### src/rtl/p405s_timer_wd_fit_gen.sv
// p405s_timer_wd_fit_gen
//   Watchdog / fixed-interval-timer event engine for the timer unit, clocked by CB.
//   For each FIT channel and for the watchdog it selects one time-base tap and turns
//   that tap's rising edge into a one-cycle event. It also keeps the sticky per-channel
//   FIT status, runs the ENW/WIS watchdog state machine, and produces stretched
//   core/chip/system reset requests.
// Ports
//   CB, resetCoreN        clock and asynchronous active-low reset
//   fitTaps/fitTapSel     candidate time-base bits and tap select for each FIT channel
//   fitStatusClr          software clear of the sticky FIT status, one bit per channel
//   wdTaps/wdTapSel       candidate time-base bits and tap select for the watchdog
//   wdRstType             reset type launched from INTR (00 none, 01 core, 10 chip, 11 sys)
//   wdEnwClr/wdWisClr     software clears of ENW and WIS
//   hwSetFitStatus        FIT event pulse; fitStatus is the sticky copy
//   wdPulse               watchdog tap event pulse
//   wdEnw/wdWis           TSR ENW and WIS
//   hwSetWdIntrp          pulse when hardware sets WIS
//   hwSetWdRst            pulse when a reset is launched
//   wdRstStatus           reset type captured at launch (TSR WRS)
//   TIM_wd*Rst            stretched reset requests
module p405s_timer_wd_fit_gen #(
  parameter int FIT_CH   = 2,
  parameter int SEL_W    = 2,
  parameter int RST_CYC  = 16,
  parameter int RSTCNT_W = 5
) (
  input  logic                          CB,
  input  logic                          resetCoreN,
  input  logic [FIT_CH*(2**SEL_W)-1:0]  fitTaps,
  input  logic [FIT_CH*SEL_W-1:0]       fitTapSel,
  input  logic [FIT_CH-1:0]             fitStatusClr,
  input  logic [(2**SEL_W)-1:0]         wdTaps,
  input  logic [SEL_W-1:0]              wdTapSel,
  input  logic [1:0]                    wdRstType,
  input  logic                          wdEnwClr,
  input  logic                          wdWisClr,
  output logic [FIT_CH-1:0]             hwSetFitStatus,
  output logic [FIT_CH-1:0]             fitStatus,
  output logic                          wdPulse,
  output logic                          wdEnw,
  output logic                          wdWis,
  output logic                          hwSetWdIntrp,
  output logic                          hwSetWdRst,
  output logic [1:0]                    wdRstStatus,
  output logic                          TIM_wdCoreRst,
  output logic                          TIM_wdChipRst,
  output logic                          TIM_wdSysRst
);

  localparam int NTAPS = 2**SEL_W;

  // Watchdog phase: RUN covers IDLE/ARMED/INTR (held in ENW/WIS), RESET is the stretch.
  localparam logic [0:0] ST_RUN   = 1'b0;
  localparam logic [0:0] ST_RESET = 1'b1;

  logic [FIT_CH-1:0]       fitSelT;
  logic [FIT_CH-1:0]       fitEvent;
  logic [FIT_CH-1:0]       fitTapDly;
  logic [FIT_CH*SEL_W-1:0] fitSelDly;
  logic [NTAPS-1:0]        chTaps;

  logic                    wdSelT;
  logic                    wdEvent;
  logic                    wdTapDly;
  logic [SEL_W-1:0]        wdSelDly;

  logic [0:0]              wdState;
  logic [RSTCNT_W-1:0]     rstCnt;
  logic                    enwPostClr;
  logic                    wisPostClr;
  logic                    reqActive;

  // Stage 0: tap select and edge detect. A select change this cycle masks the
  // event so a TCR write cannot produce a spurious pulse.
  always_comb begin
    fitSelT  = '0;
    fitEvent = '0;
    chTaps   = '0;
    for (int c = 0; c < FIT_CH; c++) begin
      chTaps      = fitTaps[c*NTAPS +: NTAPS];
      fitSelT[c]  = chTaps[fitTapSel[c*SEL_W +: SEL_W]];
      fitEvent[c] = fitSelT[c] & ~fitTapDly[c] &
                    (fitTapSel[c*SEL_W +: SEL_W] == fitSelDly[c*SEL_W +: SEL_W]);
    end
    wdSelT  = wdTaps[wdTapSel];
    wdEvent = wdSelT & ~wdTapDly & (wdTapSel == wdSelDly);
  end

  // Software clears act first; a watchdog pulse then works on the cleared values.
  assign enwPostClr = wdEnw & ~wdEnwClr;
  assign wisPostClr = wdWis & ~wdWisClr;
  assign reqActive  = (wdState == ST_RESET) && (rstCnt != '0);

  // Stage 1: registered events, sticky status and watchdog state.
  always_ff @(posedge CB or negedge resetCoreN) begin
    if (!resetCoreN) begin
      fitTapDly      <= '0;
      fitSelDly      <= '0;
      hwSetFitStatus <= '0;
      fitStatus      <= '0;
      wdTapDly       <= 1'b0;
      wdSelDly       <= '0;
      wdPulse        <= 1'b0;
      wdState        <= ST_RUN;
      wdEnw          <= 1'b0;
      wdWis          <= 1'b0;
      hwSetWdIntrp   <= 1'b0;
      hwSetWdRst     <= 1'b0;
      wdRstStatus    <= 2'b00;
      rstCnt         <= '0;
      TIM_wdCoreRst  <= 1'b0;
      TIM_wdChipRst  <= 1'b0;
      TIM_wdSysRst   <= 1'b0;
    end else begin
      fitTapDly      <= fitSelT;
      fitSelDly      <= fitTapSel;
      hwSetFitStatus <= fitEvent;
      // set beats clear when both land in the same cycle
      fitStatus      <= (fitStatus & ~fitStatusClr) | fitEvent;

      wdTapDly       <= wdSelT;
      wdSelDly       <= wdTapSel;
      wdPulse        <= wdEvent;

      hwSetWdIntrp   <= 1'b0;
      hwSetWdRst     <= 1'b0;

      if (wdState == ST_RESET) begin
        // pulses and software clears are ignored while the request is stretched
        if (rstCnt != '0) begin
          rstCnt <= rstCnt - 1'b1;
        end else begin
          wdState <= ST_RUN;
          wdEnw   <= 1'b0;
          wdWis   <= 1'b0;
        end
      end else if (wdPulse) begin
        if (!enwPostClr) begin
          wdEnw <= 1'b1;
          wdWis <= wisPostClr;
        end else if (!wisPostClr) begin
          wdEnw        <= 1'b1;
          wdWis        <= 1'b1;
          hwSetWdIntrp <= 1'b1;
        end else if (wdRstType != 2'b00) begin
          wdState     <= ST_RESET;
          hwSetWdRst  <= 1'b1;
          wdRstStatus <= wdRstType;
          rstCnt      <= RSTCNT_W'(RST_CYC);
        end
      end else begin
        wdEnw <= enwPostClr;
        wdWis <= wisPostClr;
      end

      // request is high on the RST_CYC cycles following hwSetWdRst
      TIM_wdCoreRst <= reqActive && (wdRstStatus == 2'b01);
      TIM_wdChipRst <= reqActive && (wdRstStatus == 2'b10);
      TIM_wdSysRst  <= reqActive && (wdRstStatus == 2'b11);
    end
  end

endmodule

### config.mk
export PLATFORM = sky130hd
export DESIGN_NAME = p405s_timer_wd_fit_gen
export DESIGN_NICKNAME = d
export VERILOG_FILES = /design/src/rtl/p405s_timer_wd_fit_gen.sv
export SDC_FILE = /design/constraint.sdc
export NUM_CORES = 1
export LEC_CHECK = 0
export ABC_CLOCK_PERIOD_IN_PS = 1990
export CORE_MARGIN = 3
export CORE_UTILIZATION = 44
export DETAILED_ROUTE_END_ITERATION = 10
export HOLD_SLACK_MARGIN = 0.02
export PLACE_DENSITY_LB_ADDON = 0.3
export SLEW_MARGIN = 20
export SYNTH_ARGS = -nofsm -noshare
export SYNTH_HDL_FRONTEND = slang
export SYNTH_SLANG_ARGS = --single-unit
### constraint.sdc
create_clock -name CB -period 1.99 [get_ports CB]
set_clock_uncertainty 0.1 [all_clocks]
set_input_delay 0.199 -clock CB [delete_from_list [all_inputs] [get_ports CB]]
set_output_delay 0.199 -clock CB [all_outputs]
set_load 0.02 [all_outputs]
# Word level (Yosys, flattened, before mapping)
# Index checks and enable logic that the tools add are counted.
# classes
magnitude_cmp,3
add_sub_neg,1
eq_ne,9
bitwise_logic,17
n_reduce_logical,13
n_mux,31
# op_table
op,n
$mux 5,6
$mux 1,22
$reduce_and 5->1,2
$reduce_bool 2->1,5
$lt 2x3->1 const B,3
$and 1x1->1,8
$bmux 1 s2,3
$eq 2x2->1,3
$not 1->1,6
$reduce_bool 5->1,1
$sub 5x1->5 const B,1
$eq 2x2->1 const B,2
$logic_and 1x1->1,4
$ne 4x4->1 const B,1
$and 2x2->2,1
$eq 2x1->1 const B,1
$ne 2x1->1 const B,1
$ne 2x2->1 const B,1
$not 2->2,1
$or 2x2->2,1
$reduce_and 2->1,1
# word_totals
out_inout_bits,14
elab_cells,91
reg_bits,29
in_bits,26

# Longest topological paths before layout
# Gate-level depths: netlist of run 1.
# logic_depth
ltp_word,6
depth_mapped,5

# Worst setup path after synthesis of run 1
# Ideal clock, no wire load.
# synth_path
kind,flip-flop to flip-flop
start,reg rstCnt[0]
end,reg rstCnt[2]
t_required_ns,1.813
path_slack_ns,0.463
arrival_time_ns,1.350
setup_ns,0.077
period_less_slack_ns,1.527
stages_incl_launch_ff,6
path_cell_list,dfrtp_1 -> inv_1 -> ha_1 -> nor4b_2 -> or4b_1 -> a21oi_1
# synth_via
elab_chain_cells,3
elab_cells_between_ends,6
classes_between,1 x add/sub; 1 x eq/ne; 2 x mux; 2 x reduce/logical
# synth_rtl
item,line,text
"start, declared",68,logic [RSTCNT_W-1:0] rstCnt;
"start signal, assigned",131,rstCnt <= rstCnt - 1'b1;
"start signal, assigned",149,rstCnt <= RSTCNT_W'(RST_CYC);
$sub 5x1->5 / $reduce_bool 5->1 (equally long branches),"131, 130",
$mux 5 / $ne 2x1->1 (equally long branches),-,
$mux 5 / $reduce_and 5->1 (equally long branches),-,
# Several ways; a longest one is shown, not always the timed one. The select of a mux whose other input is x is not followed.
# A chain may end at the register's enable or synchronous reset.

# Final worst setup path of run 1
# layout_path
start,reg rstCnt[0]
end,reg rstCnt[1]
# Same word-level chain as after synthesis.

==> results of run 1 <==
[worst max path at each step]
| stage | endpoint | cells after the start |
|---|---|---|
| after floorplan | rstCnt[2] | 5 |
| after global placement | fitStatus[0] | 4 |
| after detailed placement | fitStatus[0] | 4 |
| after CTS | rstCnt[1] | 5 |
| after global routing | rstCnt[1] | 5 |
| final | rstCnt[1] | 5 |
[layer usage]
metal	vias to the layer above	global-route usage	wire length, µm
met4	0	0.0695	35
met5	-	0	0
met1	429	0.183	894
li1	409	-	-
met2	21	0.303	1300
met3	4	0.0535	125
[sequential cells by signal (all words and copies together), names as in the netlist, 2 cells and up]
register	cells
wdRstStatus	2
fitSelDly	4
rstCnt	5
hwSetFitStatus	2
fitStatus	2
fitTapDly	2
wdSelDly	2
[logic make-up (layout without fill, tap and decap cells)]
family / Yosys count / count (layout) / synth area share
adder cells (fa/ha/maj): 1 / 1 / 0.0106
flip-flops: 29 / 29 / 0.612
AND/OR/NAND/NOR: 25 / 25 / 0.158
AO/OA/AOI/OAI: 15 / 15 / 0.0898
XOR/XNOR: 6 / 6 / 0.0444
buffers and inverters: 6 / 54 / 0.0190
multiplexers: 4 / 4 / 0.0655
[Yosys cell counts (2+ instances only)]
| cell | n | area [µm²] |
|---|---|---|
| o2bb2ai_1 | 2 | 17.5 |
| nor3b_1 | 2 | 15.0 |
| nand2_1 | 2 | 7.51 |
| a21o_1 | 2 | 15.0 |
| nor2_1 | 4 | 15.0 |
| a22o_1 | 2 | 17.5 |
| nand2b_1 | 3 | 18.8 |
| xor2_1 | 6 | 52.6 |
| inv_1 | 6 | 22.5 |
| o32ai_1 | 2 | 17.5 |
| mux4_2 | 3 | 67.6 |
| a21oi_1 | 3 | 15.0 |
| o21ai_0 | 2 | 10.0 |
| nand3_1 | 2 | 10.0 |
| dfrtp_1 | 29 | 726 |
| nor4b_2 | 3 | 45.0 |
[power by group]
part	switching (mW)	internal, mW
registers	0.0125	0.611
logic	0.0541	0.0848
clock network	0.201	0.133
total	0.268	0.829
[critical path: cells and delay by family, from the launching register on]
kind,cells,cell delay [ns]
adders and majority gates,1,0.17
and+or+nand+nor,2,0.70
DFF,1,0.41
AOI/OAI and AO/OA,1,0.11
buffers and inverters,1,0.07
[final cells by class]
cell class                      count  area [µm²]  area share
Sequential cell                    29         726       0.433
Multi-Input combinational cell     51         437       0.261
Timing Repair Buffer               40         398       0.237
Clock buffer                        5        37.5      0.0224
Tap cell                           30        37.5      0.0224
Inverter                            6        22.5      0.0134
Clock inverter                      3        17.5      0.0105
[metrics by stage]
| stage | instances | setup WS (ns) | hold WS (ns) | utilization | power [mW] |
|---|---|---|---|---|---|
| after floorplan | 86 | 0.463 | -0.197 | - | 0.681 |
| after global placement | 156 | 0.209 | 0.294 | 0.642 | 0.771 |
| after detailed placement | 156 | 0.151 | 0.303 | 0.642 | 0.776 |
| after CTS | 164 | 0.288 | 0.149 | 0.664 | 1.12 |
| after global routing | 164 | 0.136 | 0.164 | 0.664 | 1.16 |
| final | 164 | 0.307 | 0.142 | 0.664 | 1.10 |
==> flow_summary.yaml, run 1 <==
floorplan:
  start_util: 0.470
  rows: 18
  core_um2: 2520
  top_level_ports: 40
  die-area_um2: 3350
  die_h_um: 57.9
  fp.dieW_um: 57.9
yosys:
  synth_edf_count: 0
  synth_ff_type: "dfrtp_1"
  syn_area_per_cell_um2: 13.8
  ys_ff_latch: 29
  netlist_instances: 86
  async_flop_share: 1.00
  synth.yosys.warnings: 0
  synthesis.area_um2: 1180
  ys_seq_area_frac: 0.612
  synth_cell_types: 29
  syn_nets: 113
clocking:
  htreeDepth: 2
  cts_resized: 0
  ctsHoldBuffers: 0
  cts_setup_buffers: 0
  insertion_delay_ns: 0.32
  cts_buffers: 5
  cts-root-buf: "clkbuf_4"
  clockBufferDepth: 2
  cts.sinks: 29
  cts_tree: "yes"
  clk_pin_slew_worst_paths_ns: 0.10
worst_setup_path:
  reg2reg_from: "rstCnt[0]"
  slowest_delay_ns: 0.43
  cp.arrival_ns: 1.76
  crit_path_start: "rstCnt[0]"
  crit_required_ns: 2.07
  worstReg2RegEnd: "rstCnt[1]"
  ff2ff_setup_slack_ns: 0.31
  setup.worst_path.start_class: "flop"
  crit_fanout: 6
  crit_chain: "inv_1, ha_1, nor4b_2, nand2b_1, o32ai_1"
  reg2reg_depth: 5
  endpoint_kind: "flop"
  critPathKind: "flop to flop"
  worst_path_max_delay_cell: "nor4b_2"
timing:
  rsz0062_at_grt: "false"
  finalHoldViolCount: 0
  fmaxAchievable_ghz: 0.594
  period_share: 0.846
  slew_headroom: 0.677
  worst_pin_slew_ns: 0.484
  finalSetupViolCount: 0
  fin_crit_ns: 1.68
  drv_slew: 0
  finalSetupTns_ns: 0
grt:
  grt_pass1_wl_mm: 4.25
  grt.total_usage: 0.169
  grt_pass1_vias: 976
  antenna_found_initial: 0
  grt_max_degree: 30
  grt_overflow: 0
finish:
  areaGrowthSynthToFinish_pct: 41.4
  final_common_cell: "clkdlybuf4s50_1"
  drive_above_1_share: 0.119
  diodes: 0
  finish.instance_area_um2: 1680
  final_cell_mix: "clkdlybuf4s50_1, dfrtp_1, inv_1, xor2_1, clkbuf_4"
  nFillCells: 203
  layout.nets: 160
place:
  place_area_um2: 1620
  post-dp-hpwl_mm: 1.86
  place.gp.congestion: 0.797
  port_buffers: 39
power:
  powerDensity_nw_per_um2: 654
  ir_drop_mv: 0.514
  power.leakage_nw: 0.722
routing:
  vias: 863
  wire_per_inst_um: 14.4
  via_per_inst: 5.26
  drt_iter0_drc: 25
  ant_nets: 0
  drt_wl_total_mm: 2.36
  dr.pass1.iters: 4
  drc: 0
run_status:
  outcome: "complete, no violations"
min_path:
  hold_path_class: "primary input to asynchronous set/reset pin"
flow_run:
  cap_violations: 0
Power figures use the tool's default switching activity.
==> inputs of run 2 (changes only) <==
Settings changed: ABC_CLOCK_PERIOD_IN_PS 1990 to 1700.
Clock period 1.99 ns to 1.7 ns, I/O delays scaled along.
==> run 2 against run 1 <==
Die area unchanged. Register-to-register slack got worse by 0.22 ns. Combinational power increased by 19%. Via count increased by 1.7%. Clock-buffer cell count increased by 2. Critical path depth decreased by 4. Sequential cell count unchanged. Critical endpoint is now wdPulse. Routed wire length increased by 1.7%.
==> flow_summary.yaml, run 2 (same netlist as run 1, synthesis figures left out) <==
run_status:
  outcome: "complete, no violations"
timing:
  worst_pin_slew_ns: 0.351
  finalSetupViolCount: 0
  finalHoldViolCount: 0
  finalSetupTns_ns: 0
  fmaxAchievable_ghz: 0.609
  fin_crit_ns: 1.64
  slew_headroom: 0.765
  drv_slew: 0
  period_share: 0.967
  rsz0062_at_grt: "false"
grt:
  grt_overflow: 0
  grt.total_usage: 0.167
  grt_pass1_wl_mm: 4.14
  grt_pass1_vias: 945
  grt_max_degree: 30
  antenna_found_initial: 0
clocking:
  ctsHoldBuffers: 0
  cts-root-buf: "clkbuf_4"
  cts_setup_buffers: 0
  clk_pin_slew_worst_paths_ns: 0.10
  insertion_delay_ns: 0.33
  clockBufferDepth: 2
  cts.sinks: 29
  cts_buffers: 5
  cts_tree: "yes"
  htreeDepth: 2
place:
  port_buffers: 39
  dpl.cell_count: 159
  post-dp-hpwl_mm: 1.83
  place.gp.congestion: 0.799
worst_setup_path:
  ff2ff_setup_slack_ns: 0.09
  crit_fanout: 5
  setup.worst_path.start_class: "flop"
  reg2reg_from: "rstCnt[0]"
  slowest_delay_ns: 0.63
  critPathBufInv: 1
  endpoint_kind: "primary output"
  worst_path_max_delay_cell: "clkdlybuf4s50_1"
  path_delay_family: "buffers and inverters"
  critPathKind: "flop to primary output"
  worstReg2RegEnd: "rstCnt[2]"
  reg2reg_depth: 5
  crit_required_ns: 1.43
  crit_chain: "clkdlybuf4s50_1"
  cp.arrival_ns: 1.37
power:
  powerDensity_nw_per_um2: 850
  power.leakage_nw: 0.805
  p_total_mw: 1.48
  ir_drop_mv: 0.709
finish:
  top_regs: "rstCnt: 5 flops, fitSelDly: 4 flops"
  register_area_um2: 726
  largest_reg_flops: 5
  multi_input_area_um2: 445
  areaGrowthSynthToFinish_pct: 46.9
  regMostFlops: "rstCnt"
  nFillCells: 196
  layout.nets: 163
  drive_above_1_share: 0.131
  final_cell_mix: "clkdlybuf4s50_1, dfrtp_1, inv_1, xor2_1, clkbuf_4"
  diodes: 0
  finalNonFillerCells: 167
  final_common_cell: "clkdlybuf4s50_1"
routing:
  wire_per_inst_um: 14.4
  drt_iter0_drc: 8
  dr.pass1.iters: 6
  via_per_inst: 5.26
  ant_nets: 0
  drt_wl_total_mm: 2.40
  vias: 878
  drc: 0
floorplan:
  top_level_ports: 40
  start_util: 0.470
  core_um2: 2520
  die-area_um2: 3350
  rows: 18
  fp.dieW_um: 57.9
  die_h_um: 57.9
min_path:
  hold_path_class: "primary input to asynchronous set/reset pin"
flow_run:
  cap_violations: 0
## run 2: changes by cell type in the layout (fill, tap and decap cells not counted)
cell | before | now
clkbuf_1 | 0 | 1
clkinv_2 | 2 | 0
dlygate4sd2_1 | 0 | 1
clkbuf_8 | 0 | 1
bufinv_16 | 0 | 1
clkdlybuf4s50_1 | 39 | 36
nor4b_4 | 0 | 1
clkinvlp_4 | 1 | 0
dlymetal6s2s_1 | 0 | 2
nor4b_2 | 3 | 2
buf_4 | 1 | 4
## run 2: what timing repair did
action | CTS | global route
setup endpoints to repair | 1 | 10
hold endpoints to repair | 0 | 0
gates resized for setup | 1 | 3
## run 2: area by class of cell
type                            count  area share
Timing Repair Buffer               43       0.244
Sequential cell                    29       0.417
Inverter                            6      0.0129
Clock buffer                        7      0.0316
Multi-Input combinational cell     51       0.256
Clock inverter                      1      0.0173
Tap cell                           30      0.0216
## run 2: routing by layer
layer,global-route usage,up-vias,part of all wire
met3,0.0624,2,0.065
met1,0.184,428,0.37
met4,0.0695,0,0.0042
met5,0,-,0
li1,-,419,-
met2,0.287,29,0.56
## run 2: report_power, final
group          internal (mW)  switching (mW)
sequential             0.715          0.0153
clock                  0.351           0.233
combinational          0.101          0.0639
total                   1.17           0.312
## run 2: worst register-to-register path, cell delays in order, from the launching register on
cell and delay (ns):
dfrtp_1 0.38, inv_1 0.06, ha_1 0.22, nor4b_4 0.16, or4b_1 0.47, a21oi_1 0.15
## run 2: worst max path at each step
| stage | depth (start not counted) | to | start |
|---|---|---|---|
| after floorplan | 5 | rstCnt[2] | rstCnt[0] |
| after global placement | 4 | fitStatus[1] | fitTapSel[2] |
| after detailed placement | 4 | fitStatus[1] | fitTapSel[2] |
| after CTS | 5 | rstCnt[1] | rstCnt[0] |
| after global routing | 1 | wdPulse | wdPulse |
| final | 1 | wdPulse | wdPulse |
## run 2: stage by stage
step | cell area (µm²) | util | hold WS, ns | worst slack [ns]
global route | 1740 | 0.690 | 0.123 | 0.00501
finish | 1740 | 0.690 | 0.107 | 0.0568
CTS | 1730 | 0.685 | 0.111 | 0.0214
global placement | 1640 | 0.651 | 0.295 | -0.0119
detailed placement | 1640 | 0.651 | 0.311 | -0.0712
floorplan | 1180 | - | -0.226 | 0.173
==> inputs of run 3 (changes only) <==
Settings changed: ABC_AREA from default to 1, CORE_ASPECT_RATIO from default to 2, CORE_UTILIZATION 44 to 45, PLACE_DENSITY from default to 0.82, PLACE_DENSITY_LB_ADDON 0.3 to default.
==> run 3 against run 2 <==
Critical path depth is the same. Largest power group unchanged. Clock-buffer cell count increased by 1. Highest routed layer unchanged. Core utilization shrank 1.1 points. Sequential share of layout area is 1.1 points lower. Non-clock buffer count shrank 2. Die area increased by 6.1%. Clock power is 7.7% lower. Area after synthesis grew 7.9%. Combinational power up 8%. Routed wire length up 20%. Worst hold slack gained 0.061 ns. Sequential cell count is the same.
==> flow_summary.yaml, run 3 <==
clocking:
  clockBufferDepth: 2
  cts_buffers: 5
  insertion_delay_ns: 0.28
  cts_resized: 0
  cts-root-buf: "clkbuf_8"
  htreeDepth: 2
  ctsHoldBuffers: 0
  clk_pin_slew_worst_paths_ns: 0.06
  cts_tree: "yes"
  cts.sinks: 29
  cts_setup_buffers: 0
routing:
  dr.pass1.iters: 4
  ant_nets: 0
  drt_wl_total_mm: 2.87
  vias: 1122
  drc: 0
  drt_iter0_drc: 19
  via_per_inst: 5.05
  wire_per_inst_um: 12.9
timing:
  slew_headroom: 0.755
  finalHoldViolCount: 0
  fmaxAchievable_ghz: 0.626
  finalSetupViolCount: 0
  finalSetupTns_ns: 0
  rsz0062_at_grt: "false"
  drv_slew: 0
  worst_pin_slew_ns: 0.367
  fin_crit_ns: 1.60
  period_share: 0.939
finish:
  largest_reg_flops: 5
  diodes: 0
  regMostFlops: "rstCnt"
  final_common_cell: "nand2_1"
  final_cell_mix: "nand2_1, clkdlybuf4s50_1, dfrtp_1, inv_1, nand3_1"
  final_core_util: 0.679
  top_regs: "rstCnt: 5 flops, fitSelDly: 4 flops"
  drive_above_1_share: 0.0928
  layout.nets: 220
  areaGrowthSynthToFinish_pct: 39.8
worst_setup_path:
  worstReg2RegEnd: "rstCnt[3]"
  crit_required_ns: 1.43
  slowest_delay_ns: 0.64
  crit_chain: "clkdlybuf4s50_1"
  critPathKind: "flop to primary output"
  setup.worst_path.start_class: "flop"
  path_delay_family: "buffers and inverters"
  critPathBufInv: 1
  ff2ff_setup_slack_ns: 0.14
  worst_path_max_delay_cell: "clkdlybuf4s50_1"
  cp.arrival_ns: 1.33
  reg2reg_depth: 7
  reg2reg_from: "rstCnt[0]"
  crit_fanout: 3
  endpoint_kind: "primary output"
grt:
  grt.total_usage: 0.184
  grt_pass1_vias: 1185
  grt_max_degree: 30
  antenna_found_initial: 0
  grt_pass1_wl_mm: 4.73
  grt_overflow: 0
power:
  ir_drop_mv: 0.662
  power.leakage_nw: 0.904
  powerDensity_nw_per_um2: 809
floorplan:
  fp.dieW_um: 43.7
  core_um2: 2640
  die_h_um: 81.4
  die-area_um2: 3560
  rows: 26
  top_level_ports: 40
  start_util: 0.485
run_status:
  outcome: "complete, no violations"
yosys:
  synth_edf_count: 0
  synth.most_common_cell: "nand2_1"
  netlist_instances: 146
  syn_nets: 173
  synth.yosys.warnings: 0
  synth_area_leaders: "dfrtp_1, nand2_1, inv_1"
  synth_cell_types: 21
  synthTopCellsByCount: "nand2_1, dfrtp_1, inv_1, nand3_1, nor2_1"
  yosysTopAreaCellShare: 0.568
  async_flop_share: 1.00
  syn_area_per_cell_um2: 8.76
  ys_ff_latch: 29
  synth_top_area_cell: "dfrtp_1"
  synth_ff_type: "dfrtp_1"
  ys_seq_area_frac: 0.568
  synthesis.area_um2: 1280
flow_run:
  cap_violations: 0
place:
  port_buffers: 39
  post-dp-hpwl_mm: 2.25
  place.gp.congestion: 0.758
min_path:
  hold_path_class: "primary input to asynchronous set/reset pin"
==> run 3: cell count changes in the layout (fill, tap and decap cells not counted), moves of 5 or more <==
cell      previous run  this run
inv_1                6        24
nor3_1               0         5
clkbuf_4             5         0
nor2_1               4         9
nand3_1              2        11
nand2_1              2        41
==> run 3: how the worst max path moves through the flow <==
stage	start	endpoint	slack, ns	cells after the start
2_1_floorplan	rstCnt[0]	wdEnw	0.38	7
3_3_place_gp	wdEnwClr	rstCnt[3]	0.18	8
3_5_place_dp	wdEnwClr	rstCnt[3]	0.10	8
4_1_cts	wdPulse	wdPulse	0.1	1
5_1_grt	rstCnt[0]	rstCnt[3]	0.009	7
6_report	wdPulse	wdPulse	0.10	1
==> run 3: cell families after synthesis <==
logic type	Yosys count	synth area share
and+or+nand+nor	73	0.258
DFF	29	0.568
buffers and inverters	26	0.0822
AOI/OAI and AO/OA	15	0.0685
xor gates and xnor gates	2	0.0137
adders and majority gates	1	0.00978
==> run 3: through the flow <==
stage	power (mW)	hold slack [ns]	instances	setup WS, ns	area (µm²)
global placement	0.909	0.363	214	0.176	1710
finish	1.45	0.168	222	0.103	1790
CTS	1.46	0.176	222	0.0951	1790
floorplan	0.804	-0.226	146	0.381	1280
global route	1.51	0.201	222	0.00904	1790
detailed placement	0.921	0.367	214	0.105	1710
==> run 3: final cells by class <==
type,instances,area [µm²]
Clock buffer,8,80.1
Fill cell,208,847
Inverter,25,93.8
Multi-Input combinational cell,91,448
Sequential cell,29,726
Tap cell,28,35.0
Timing Repair Buffer,41,405
==> run 3: per-layer routing <==
| metal | wire (µm) | track usage |
|---|---|---|
| met5 | 0 | 0 |
| met4 | 86 | 0.118 |
| met3 | 141 | 0.0488 |
| met2 | 1690 | 0.351 |
| met1 | 959 | 0.154 |
==> run 3: power breakdown <==
| part | switching, mW | leakage, nW | internal (mW) | total [mW] |
|---|---|---|---|---|
| clock | 0.249 | 0.0395 | 0.290 | 0.539 |
| sequential | 0.0127 | 0.382 | 0.716 | 0.729 |
| combinational | 0.0844 | 0.482 | 0.0944 | 0.179 |
